[src/rtl/sim_lane_responder.sv]
// Multi-lane request/response responder for simulation fabrics.
// Each lane queues accepted requests in order and answers each one a fixed
// LATENCY after acceptance, echoing the request's is_store and size fields.
// Address and store data are accepted but not kept.
module sim_lane_responder #(
  parameter int NUM_LANES     = 4,
  parameter int DATA_WIDTH    = 64,
  parameter int LOGSIZE_WIDTH = 8,
  parameter int DEPTH         = 4,
  parameter int LATENCY       = 2
) (
  input  logic                               clock,
  input  logic                               reset,
  output logic [NUM_LANES-1:0]               a_ready,
  input  logic [NUM_LANES-1:0]               a_valid,
  input  logic [DATA_WIDTH*NUM_LANES-1:0]    a_address,
  input  logic [NUM_LANES-1:0]               a_is_store,
  input  logic [LOGSIZE_WIDTH*NUM_LANES-1:0] a_size,
  input  logic [DATA_WIDTH*NUM_LANES-1:0]    a_data,
  input  logic [NUM_LANES-1:0]               d_ready,
  output logic [NUM_LANES-1:0]               d_valid,
  output logic [NUM_LANES-1:0]               d_is_store,
  output logic [LOGSIZE_WIDTH*NUM_LANES-1:0] d_size,
  output logic                               inflight
);

  localparam int DLY_W = $clog2(LATENCY + 1);
  localparam int PTR_W = (DEPTH > 1) ? $clog2(DEPTH) : 1;
  localparam int CNT_W = $clog2(DEPTH + 1);

  localparam logic [DLY_W-1:0] DLY_INIT = DLY_W'(LATENCY - 1);
  localparam logic [CNT_W-1:0] CNT_MAX  = CNT_W'(DEPTH);
  localparam logic [PTR_W-1:0] PTR_LAST = PTR_W'(DEPTH - 1);

  logic [NUM_LANES-1:0] lane_busy;

  // Address and store data are part of the handshake but carry no state.
  logic unused_payload;
  assign unused_payload = ^{a_address, a_data};

  for (genvar g = 0; g < NUM_LANES; g++) begin : g_lane
    logic                     st_q  [DEPTH];
    logic [LOGSIZE_WIDTH-1:0] sz_q  [DEPTH];
    logic [DLY_W-1:0]         dly_q [DEPTH];
    logic [DLY_W-1:0]         dly_d [DEPTH];
    logic [PTR_W-1:0]         wr_q, wr_d, rd_q, rd_d;
    logic [CNT_W-1:0]         cnt_q, cnt_d;
    logic                     push, pop;

    // Acceptance depends on registered occupancy only, so a full lane never
    // takes a new request even on the edge its head is popped.
    assign push = a_valid[g] && (cnt_q < CNT_MAX);
    assign pop  = d_valid[g] && d_ready[g];

    // Next-state for pointers, occupancy and per-entry latency counters.
    always_comb begin
      wr_d  = wr_q;
      rd_d  = rd_q;
      cnt_d = cnt_q;
      if (push) wr_d = (wr_q == PTR_LAST) ? '0 : wr_q + PTR_W'(1);
      if (pop)  rd_d = (rd_q == PTR_LAST) ? '0 : rd_q + PTR_W'(1);
      case ({push, pop})
        2'b10:   cnt_d = cnt_q + CNT_W'(1);
        2'b01:   cnt_d = cnt_q - CNT_W'(1);
        default: cnt_d = cnt_q;
      endcase
      // Free slots also count down; their value is overwritten on enqueue,
      // so this is invisible and saves an occupancy mask.
      for (int i = 0; i < DEPTH; i++) begin
        dly_d[i] = (dly_q[i] != '0) ? dly_q[i] - DLY_W'(1) : '0;
        if (push && (wr_q == PTR_W'(i))) dly_d[i] = DLY_INIT;
      end
    end

    // Control state: flushed by reset.
    always_ff @(posedge clock) begin
      if (reset) begin
        wr_q  <= '0;
        rd_q  <= '0;
        cnt_q <= '0;
        for (int i = 0; i < DEPTH; i++) dly_q[i] <= '0;
      end else begin
        wr_q  <= wr_d;
        rd_q  <= rd_d;
        cnt_q <= cnt_d;
        for (int i = 0; i < DEPTH; i++) dly_q[i] <= dly_d[i];
      end
    end

    // Echoed request fields: written on accept, never reset.
    always_ff @(posedge clock) begin
      if (push) begin
        st_q[wr_q] <= a_is_store[g];
        sz_q[wr_q] <= a_size[g*LOGSIZE_WIDTH +: LOGSIZE_WIDTH];
      end
    end

    assign a_ready[g]   = (cnt_q < CNT_MAX);
    assign lane_busy[g] = (cnt_q != '0);
    assign d_valid[g]   = lane_busy[g] && (dly_q[rd_q] == '0);
    // Fields are forced to zero when idle so stale entries never leak out.
    assign d_is_store[g] = d_valid[g] & st_q[rd_q];
    assign d_size[g*LOGSIZE_WIDTH +: LOGSIZE_WIDTH] =
      d_valid[g] ? sz_q[rd_q] : '0;
  end

  assign inflight = |lane_busy;

endmodule

[config.mk]
export PLATFORM = sky130hd
export DESIGN_NAME = sim_lane_responder
export DESIGN_NICKNAME = d
export VERILOG_FILES = /design/src/rtl/sim_lane_responder.sv
export SDC_FILE = /design/constraint.sdc
export NUM_CORES = 1
export LEC_CHECK = 0
export CAP_MARGIN = 5
export CORE_AREA = 5 5 235 237
export DETAILED_ROUTE_END_ITERATION = 12
export DIE_AREA = 0 0 240 242
export PLACE_DENSITY = 0.55
export SYNTH_ARGS = -nofsm -noshare
export SYNTH_HDL_FRONTEND = slang
export SYNTH_SLANG_ARGS = --single-unit
[constraint.sdc]
create_clock -name clock -period 2.1 [get_ports clock]
set_clock_uncertainty 0.05 [all_clocks]
set_input_delay 0.21 -clock clock [delete_from_list [all_inputs] [get_ports clock]]
set_output_delay 0.21 -clock clock [all_outputs]
set_load 0.05 [all_outputs]
==> qor.tcl, run 1 <==
set qor(result_of_the_run) {finished, violations left}
set qor(failing_checks) {setup timing}
set qor(cts_num_sinks) 212
set qor(worst_slack_ns) -0.121
set qor(largest_net_degree_at_the_start_of_global_routing) 69
set qor(synthFlopType) {edfxtp_1}
set qor(layout.cell_area.non_filler_um2) 12700
set qor(io-pin-count) 603
set qor(syn_inst_count) 617
set qor(use_met3_pct) 1.54
set qor(critical_path.cell_chain) {nor2_1 > mux4_2 > buf_4 > buf_6 > and3_4 > buf_6}
set qor(groute.layer.met1.usage_pct) 8.93
set qor(postSynthRegisterBits) 212
set qor(grt_setup_unrepaired) {true}
set qor(setup_viol) 45
set qor(max_clock_freq_mhz) 450
set qor(ir_worst_vdd_uv) 1120
set qor(final.fill_count) 5490
set qor(cts-buffers-inserted) 25
set qor(syn_avg_cell_area_um2) 14.5
set qor(cts-htree-levels) 1
set qor(cts_tree) {built}
set qor(cp.required_ns) 1.84
set qor(vias) 5359
set qor(crit_path_max_fanout) 10
set qor(worstMarginPinSlew_ns) 0.528
set qor(hold_violations) 0
set qor(dp_hpwl_um) 13800
set qor(cp.arrival_ns) 1.96
set qor(final_core_utilization_pct) 23.9
set qor(cts_root_buffer) {clkbuf_16}
set qor(met2_usage_pct) 11.4
set qor(drive_above_1_share_pct) 39.5
set qor(core_area_um2) 53100
set qor(antenna-diode-count) 0
set qor(endpoint_kind) {output port}
set qor(postSynth.asyncResetShare_pct) 0
set qor(min-delay-path-class) {input port to register}
set qor(globalRouteTotalUtil_pct) 6.77
set qor(cpMaxStageDelayCell) {mux4_2}
set qor(synth-edff-count) 144
set qor(gpl.final_weighted_congestion) 0.725
set qor(multi_input_comb_area_um2) 3230
set qor(syn_to_final_growth_pct) 41.2
set qor(worst_setup_hold_path_clk_slew_ns) 0.06
set qor(max_slew_margin_pct) 64.7
set qor(start_util_pct) 16.9
set qor(synth_seq_area_share_pct) 63.4
set qor(die-height_um) 242
set qor(finalWirelength_um) 20200
set qor(maxSlewViolCount) 0
set qor(syn_area_um2) 8970
set qor(die_area_um2) 58100
set qor(drt_iter0_markers) 219
set qor(max_cap_violations) 0
set qor(antenna_found_initial) 0
set qor(global_route.overflow_total) 0
set qor(power_leakage_nw) 4.50
set qor(period_share_pct) 106
set qor(core.rowCount) 85
set qor(clock_insertion_delay_worst_skew_ns) 0.50
set qor(min_period_ns) 2.22
set qor(cts_hold_repair.buffers) 0
set qor(place_inst) 1445
set qor(regArea_um2) 5730
set qor(final_net_count) 1418
set qor(io_buffers) 90
set qor(critical_path_class) {register to output port}
set qor(clockBufferDepth) 3
set qor(drt.antenna.violating_nets) 0
set qor(grt_pass1_wl_um) 31600
set qor(pwr_density_cell_nw_per_um2) 1350
set qor(critPathMaxStageDelay_ns) 0.47
set qor(yosysWarnings) 0
set qor(worstSetupStartpointType) {register}
set qor(critical-path-top-cell-by-count) {buf_6}
set qor(mapped_nets) 1235
set qor(die_width_um) 240
set qor(via_per_inst) 3.54
set qor(detail_route.drc_violations) 0
set qor(number_of_global_route_vias_before_repair) 5660
set qor(netlist-cell-type-count) 30
set qor(layoutNonFillerInstCount) 1514
set qor(drt-wirelength-per-cell_um) 13.3
set qor(grt_most_used_layer) {met2}
set qor(postPlaceCellArea_um2) 11100
set qor(detail_route.first_pass.iterations) 5
[flip-flops by register name, summed over array words and instances, names as in the netlist, named ones only]
register	count
g_lane.cnt_q	12
g_lane.dly_q	32
g_lane.st_q	16
g_lane.sz_q	128
g_lane.rd_q	8
g_lane.wr_q	8
[cell usage after synthesis (12+ instances only)]
| library cell | instances | area (um2) |
|---|---|---|
| edfxtp_1 | 144 | 4320 |
| dfxtp_1 | 68 | 1360 |
| inv_1 | 65 | 244 |
| nor2_1 | 64 | 240 |
| ha_1 | 56 | 701 |
| and3_1 | 36 | 225 |
| mux4_2 | 32 | 721 |
| a21oi_1 | 16 | 80.1 |
| and2_1 | 16 | 100 |
| nor4_1 | 16 | 100 |
| clkbuf_1 | 12 | 45.0 |
| nand2_1 | 12 | 45.0 |
[report_power, final]
part           switching (mW)  internal [mW]  total [mW]  leakage, nW
logic                    4.16           3.54        7.70         2.23
registers               0.273           5.04        5.31         1.89
clock network            1.64           2.47        4.11        0.371
total                    6.07           11.1        17.1         4.50
[logic make-up after synthesis]
family          Yosys count  share of synthesized area (%)
compound gates           20                           1.12
simple gates            181                           10.5
xor+xnor                  8                          0.781
buf+inv                  88                           4.02
fa+ha+maj                60                           8.71
mux                      48                           11.5
flops                   212                           63.4
[repair_timing]
action / CTS / global route
setup buffers: 17 / 2
gates cloned: 5 / 0
resized for setup: 170 / 25
endpoints found under the setup margin: 45 / 50
pin swaps: 15 / 10
[cell usage in the layout (no fill, tap or decap), drive strengths merged, types with 2 or more instances in the layout]
master and instances:
xor2 8, bufinv 2, ha 56, clkinv 6, and2 16, and3 39, nor4 16, clkinvlp 3
mux2 4, clkbuf 33, nor2 64, nor3 8, or3 4, mux2i 4, nand3 5, clkdlybuf4s50 46
nor2b 8, nand2 12, nand2b 8, o21ai 4, fa 4, mux4 40, edfxtp 144, buf 132
dfxtp 68, inv 66, a21oi 16
[critical path: cells and delay by family (launching register included)]
kind / cells / cell delay [ns]
muxes: 1 / 0.47
buffers and inverters: 3 / 0.44
DFF: 1 / 0.34
and+or+nand+nor: 2 / 0.20
[routing by layer]
metal	part of all wire (%)	vias to the layer above
met4	1.8	0
met1	45	2673
li1	-	2582
met2	49	78
met5	0	-
met3	3.8	26
[per-stage QoR]
stage	total power [mW]	hold WS, ns	setup slack, ns	TNS [ns]
detailed placement	11.5	0.430	-0.182	-0.351
global route	18.0	0.121	-0.205	-6.71
CTS	17.2	0.103	-0.135	-4.04
global placement	11.4	0.425	-0.183	-0.293
floorplan	9.35	0.259	-0.0263	-0.0489
finish	17.1	0.108	-0.121	-3.37
[worst paths after layout]
path | startpoint | endpoint | slack, ns | cells past startpoint
min | reset | g_lane[3].wr_q[0] | 0.11 | 3
max reg2reg | register | g_lane[2].cnt_q[2] | -0.12 | 9
min reg2reg | g_lane[1].rd_q[1] | register | 0.44 | 2
max | g_lane[1].dly_q[0][1] | d_size[15] | -0.12 | 6
[area by class of cell]
type	count	area share, %
clock buffers	33	5.26
clock inverters	12	0.919
inverters	65	1.95
multi-input cells	317	25.5
flip-flops and latches	212	45.3
well taps	696	6.88
repair buffers	179	14.2
No activity file was read; power rests on OpenSTA's default activity.
==> inputs of run 2 (changes only) <==
--- a/config.mk
+++ b/config.mk
@@ -6,10 +6,12 @@
 export NUM_CORES = 1
 export LEC_CHECK = 0
 export CAP_MARGIN = 5
-export CORE_AREA = 5 5 235 237
+export CORE_AREA = 5 5 233 235
 export DETAILED_ROUTE_END_ITERATION = 12
-export DIE_AREA = 0 0 240 242
-export PLACE_DENSITY = 0.55
+export DIE_AREA = 0 0 238 240
+export DONT_BUFFER_PORTS = 1
+export PLACE_DENSITY = 0.4
+export RECOVER_POWER = 25
 export SYNTH_ARGS = -nofsm -noshare
 export SYNTH_HDL_FRONTEND = slang
 export SYNTH_SLANG_ARGS = --single-unit
==> qor.tcl, run 2 (synthesized netlist as in run 1, its figures left out) <==
set qor(pwr_density_cell_nw_per_um2) 1300
set qor(final_net_count) 1418
set qor(number_of_global_route_vias_before_repair) 5548
set qor(maxSlewViolCount) 0
set qor(critical_path_class) {register to register}
set qor(core_area_um2) 52000
set qor(cpMaxStageDelayCell) {mux4_2}
set qor(cts-buffers-inserted) 25
set qor(period_share_pct) 107
set qor(antenna_found_initial) 2
set qor(power_leakage_nw) 4.55
set qor(result_of_the_run) {finished, violations left}
set qor(cts_hold_repair.buffers) 93
set qor(worst_slack_ns) -0.154
set qor(cp.arrival_ns) 2.66
set qor(mostFrequentLayoutCell) {edfxtp_1}
set qor(min_period_ns) 2.25
set qor(clock_insertion_delay_worst_skew_ns) 0.52
set qor(largest_reg_flops) 128
set qor(finalWirelength_um) 20700
set qor(reg2reg_slack_ns) -0.15
set qor(ir_worst_vdd_uv) 647
set qor(worstSetupStartpointType) {register}
set qor(min-delay-path-class) {input port to register}
set qor(cts_num_sinks) 212
set qor(top_regs) {g_lane.sz_q (128), g_lane.dly_q (32), g_lane.st_q (16)}
set qor(dp_hpwl_um) 13900
set qor(setup_tns_after_final_layout_ns) -1.50
set qor(detail_route.first_pass.iterations) 4
set qor(global_route.overflow_total) 0
set qor(cts-htree-levels) 1
set qor(io_buffers) 0
set qor(layoutNonFillerInstCount) 1507
set qor(drt.antenna.violating_nets) 0
set qor(largest_net_degree_at_the_start_of_global_routing) 69
set qor(grt_setup_unrepaired) {true}
set qor(worstMarginPinSlew_ns) 0.446
set qor(hold_violations) 12
set qor(endpoint_kind) {register}
set qor(final_core_utilization_pct) 24.3
set qor(drt-wirelength-per-cell_um) 13.7
set qor(place_inst) 1347
set qor(io-pin-count) 603
set qor(globalRouteTotalUtil_pct) 7.04
set qor(vias) 5306
set qor(drive_above_1_share_pct) 34.8
set qor(cts_root_buffer) {clkbuf_16}
set qor(cts_tree) {built}
set qor(failing_checks) {hold timing, setup timing}
set qor(critPathMaxStageDelay_ns) 0.40
set qor(crit_path_max_fanout) 3
set qor(critical_path.cell_chain) {mux4_2 > buf_6 > and3_4 > ha_4 > inv_2 > fa_2 > xor2_1 > or3_1 > a21oi_1}
set qor(die_area_um2) 57100
set qor(drt_iter0_markers) 166
set qor(whs_ns) -0.308
set qor(antenna-diode-count) 0
set qor(grt_pass1_wl_um) 32000
set qor(layout.cells.most_common_list) {edfxtp_1, dlygate4sd3_1, buf_4}
set qor(die_width_um) 238
set qor(min-delay-start) {reset}
set qor(largest-register) {g_lane.sz_q}
set qor(setup_viol) 23
set qor(syn_to_final_growth_pct) 41.2
set qor(reg2reg_depth) 9
set qor(timing.hold.worst_path_depth) 1
set qor(max_clock_freq_mhz) 444
set qor(max_cap_violations) 0
set qor(cp.required_ns) 2.50
set qor(core.rowCount) 84
set qor(sink_of_the_worst_hold_path) {g_lane[2].cnt_q[2]}
set qor(detail_route.drc_violations) 0
set qor(critical_path.reg2reg.endpoint) {g_lane[2].cnt_q[2]}
set qor(gpl.final_weighted_congestion) 0.676
set qor(clockBufferDepth) 3
set qor(die-height_um) 240
set qor(via_per_inst) 3.52
set qor(worst_setup_hold_path_clk_slew_ns) 0.06
set qor(start_util_pct) 17.2
set qor(max_slew_margin_pct) 70.3
[run 2: worst max-delay path by stage]
stage	start	end	slack (ns)	cells past startpoint
2_1_floorplan	register	g_lane[0].cnt_q[2]	-0.03	9
3_3_place_gp	g_lane[2].dly_q[3][0]	g_lane[2].cnt_q[2]	-0.03	9
3_5_place_dp	g_lane[1].dly_q[1][0]	g_lane[1].cnt_q[2]	-0.06	9
4_1_cts	g_lane[2].dly_q[3][1]	g_lane[2].cnt_q[2]	-0.13	10
5_1_grt	g_lane[1].dly_q[2][0]	g_lane[1].cnt_q[2]	-0.21	10
6_report	register	g_lane[2].cnt_q[2]	-0.15	9
[run 2: what timing repair did]
item,CTS,global route
buffers inserted,8,9
cloned,3,1
hold endpoints to repair,212,12
setup endpoints to repair,46,49
pin swaps,14,14
gates resized for setup,135,51
[run 2: where the power goes]
part | internal (mW) | switching, mW | total [mW]
Sequential | 5.04 | 0.287 | 5.33
Combinational | 2.91 | 3.99 | 6.90
Clock | 2.53 | 1.70 | 4.23
[run 2: cell type report]
type	instances	area (um2)
well taps	688	861
flip-flops and latches	212	5740
fillers	5443	39400
multi-input cells	317	3250
clock buffers	31	678
inverters	65	258
clock inverters	15	126
repair buffers	179	1750
[run 2: worst max-delay path, delay by kind of cell, from the launching register on]
kind / cells / cell delay (ns)
flip-flops: 1 / 0.36
adder cells (fa/ha/maj): 2 / 0.45
buffers and inverters: 2 / 0.15
XOR/XNOR: 1 / 0.16
AND/OR/NAND/NOR: 2 / 0.49
AO/OA/AOI/OAI: 1 / 0.12
multiplexers: 1 / 0.40
[run 2: metal layers]
layer / vias up / track usage [%] / wire (um)
li1: 2594 / - / -
met1: 2598 / 9.07 / 9160
met2: 78 / 11.7 / 9980
met3: 36 / 2.01 / 990
met4: 0 / 1.90 / 516
met5: - / 0 / 0
[run 2: metrics by stage]
stage,power [mW],hold WS [ns],setup WS [ns],area [um2]
floorplan,9.35,0.259,-0.0263,9040
CTS,16.4,-0.338,-0.133,12500
global placement,10.7,0.236,-0.0295,10300
detailed placement,10.7,0.238,-0.0615,10300
global route,17.4,-0.338,-0.214,12700
finish,16.5,-0.308,-0.154,12700
==> inputs of run 3 (changes only) <==
--- a/config.mk
+++ b/config.mk
@@ -12,6 +12,7 @@
 export DONT_BUFFER_PORTS = 1
 export PLACE_DENSITY = 0.4
 export RECOVER_POWER = 25
+export SLEW_MARGIN = 20
 export SYNTH_ARGS = -nofsm -noshare
 export SYNTH_HDL_FRONTEND = slang
 export SYNTH_SLANG_ARGS = --single-unit
==> results of run 3 <==
The final DEF is identical to that of run 2; final timing and power are the same.
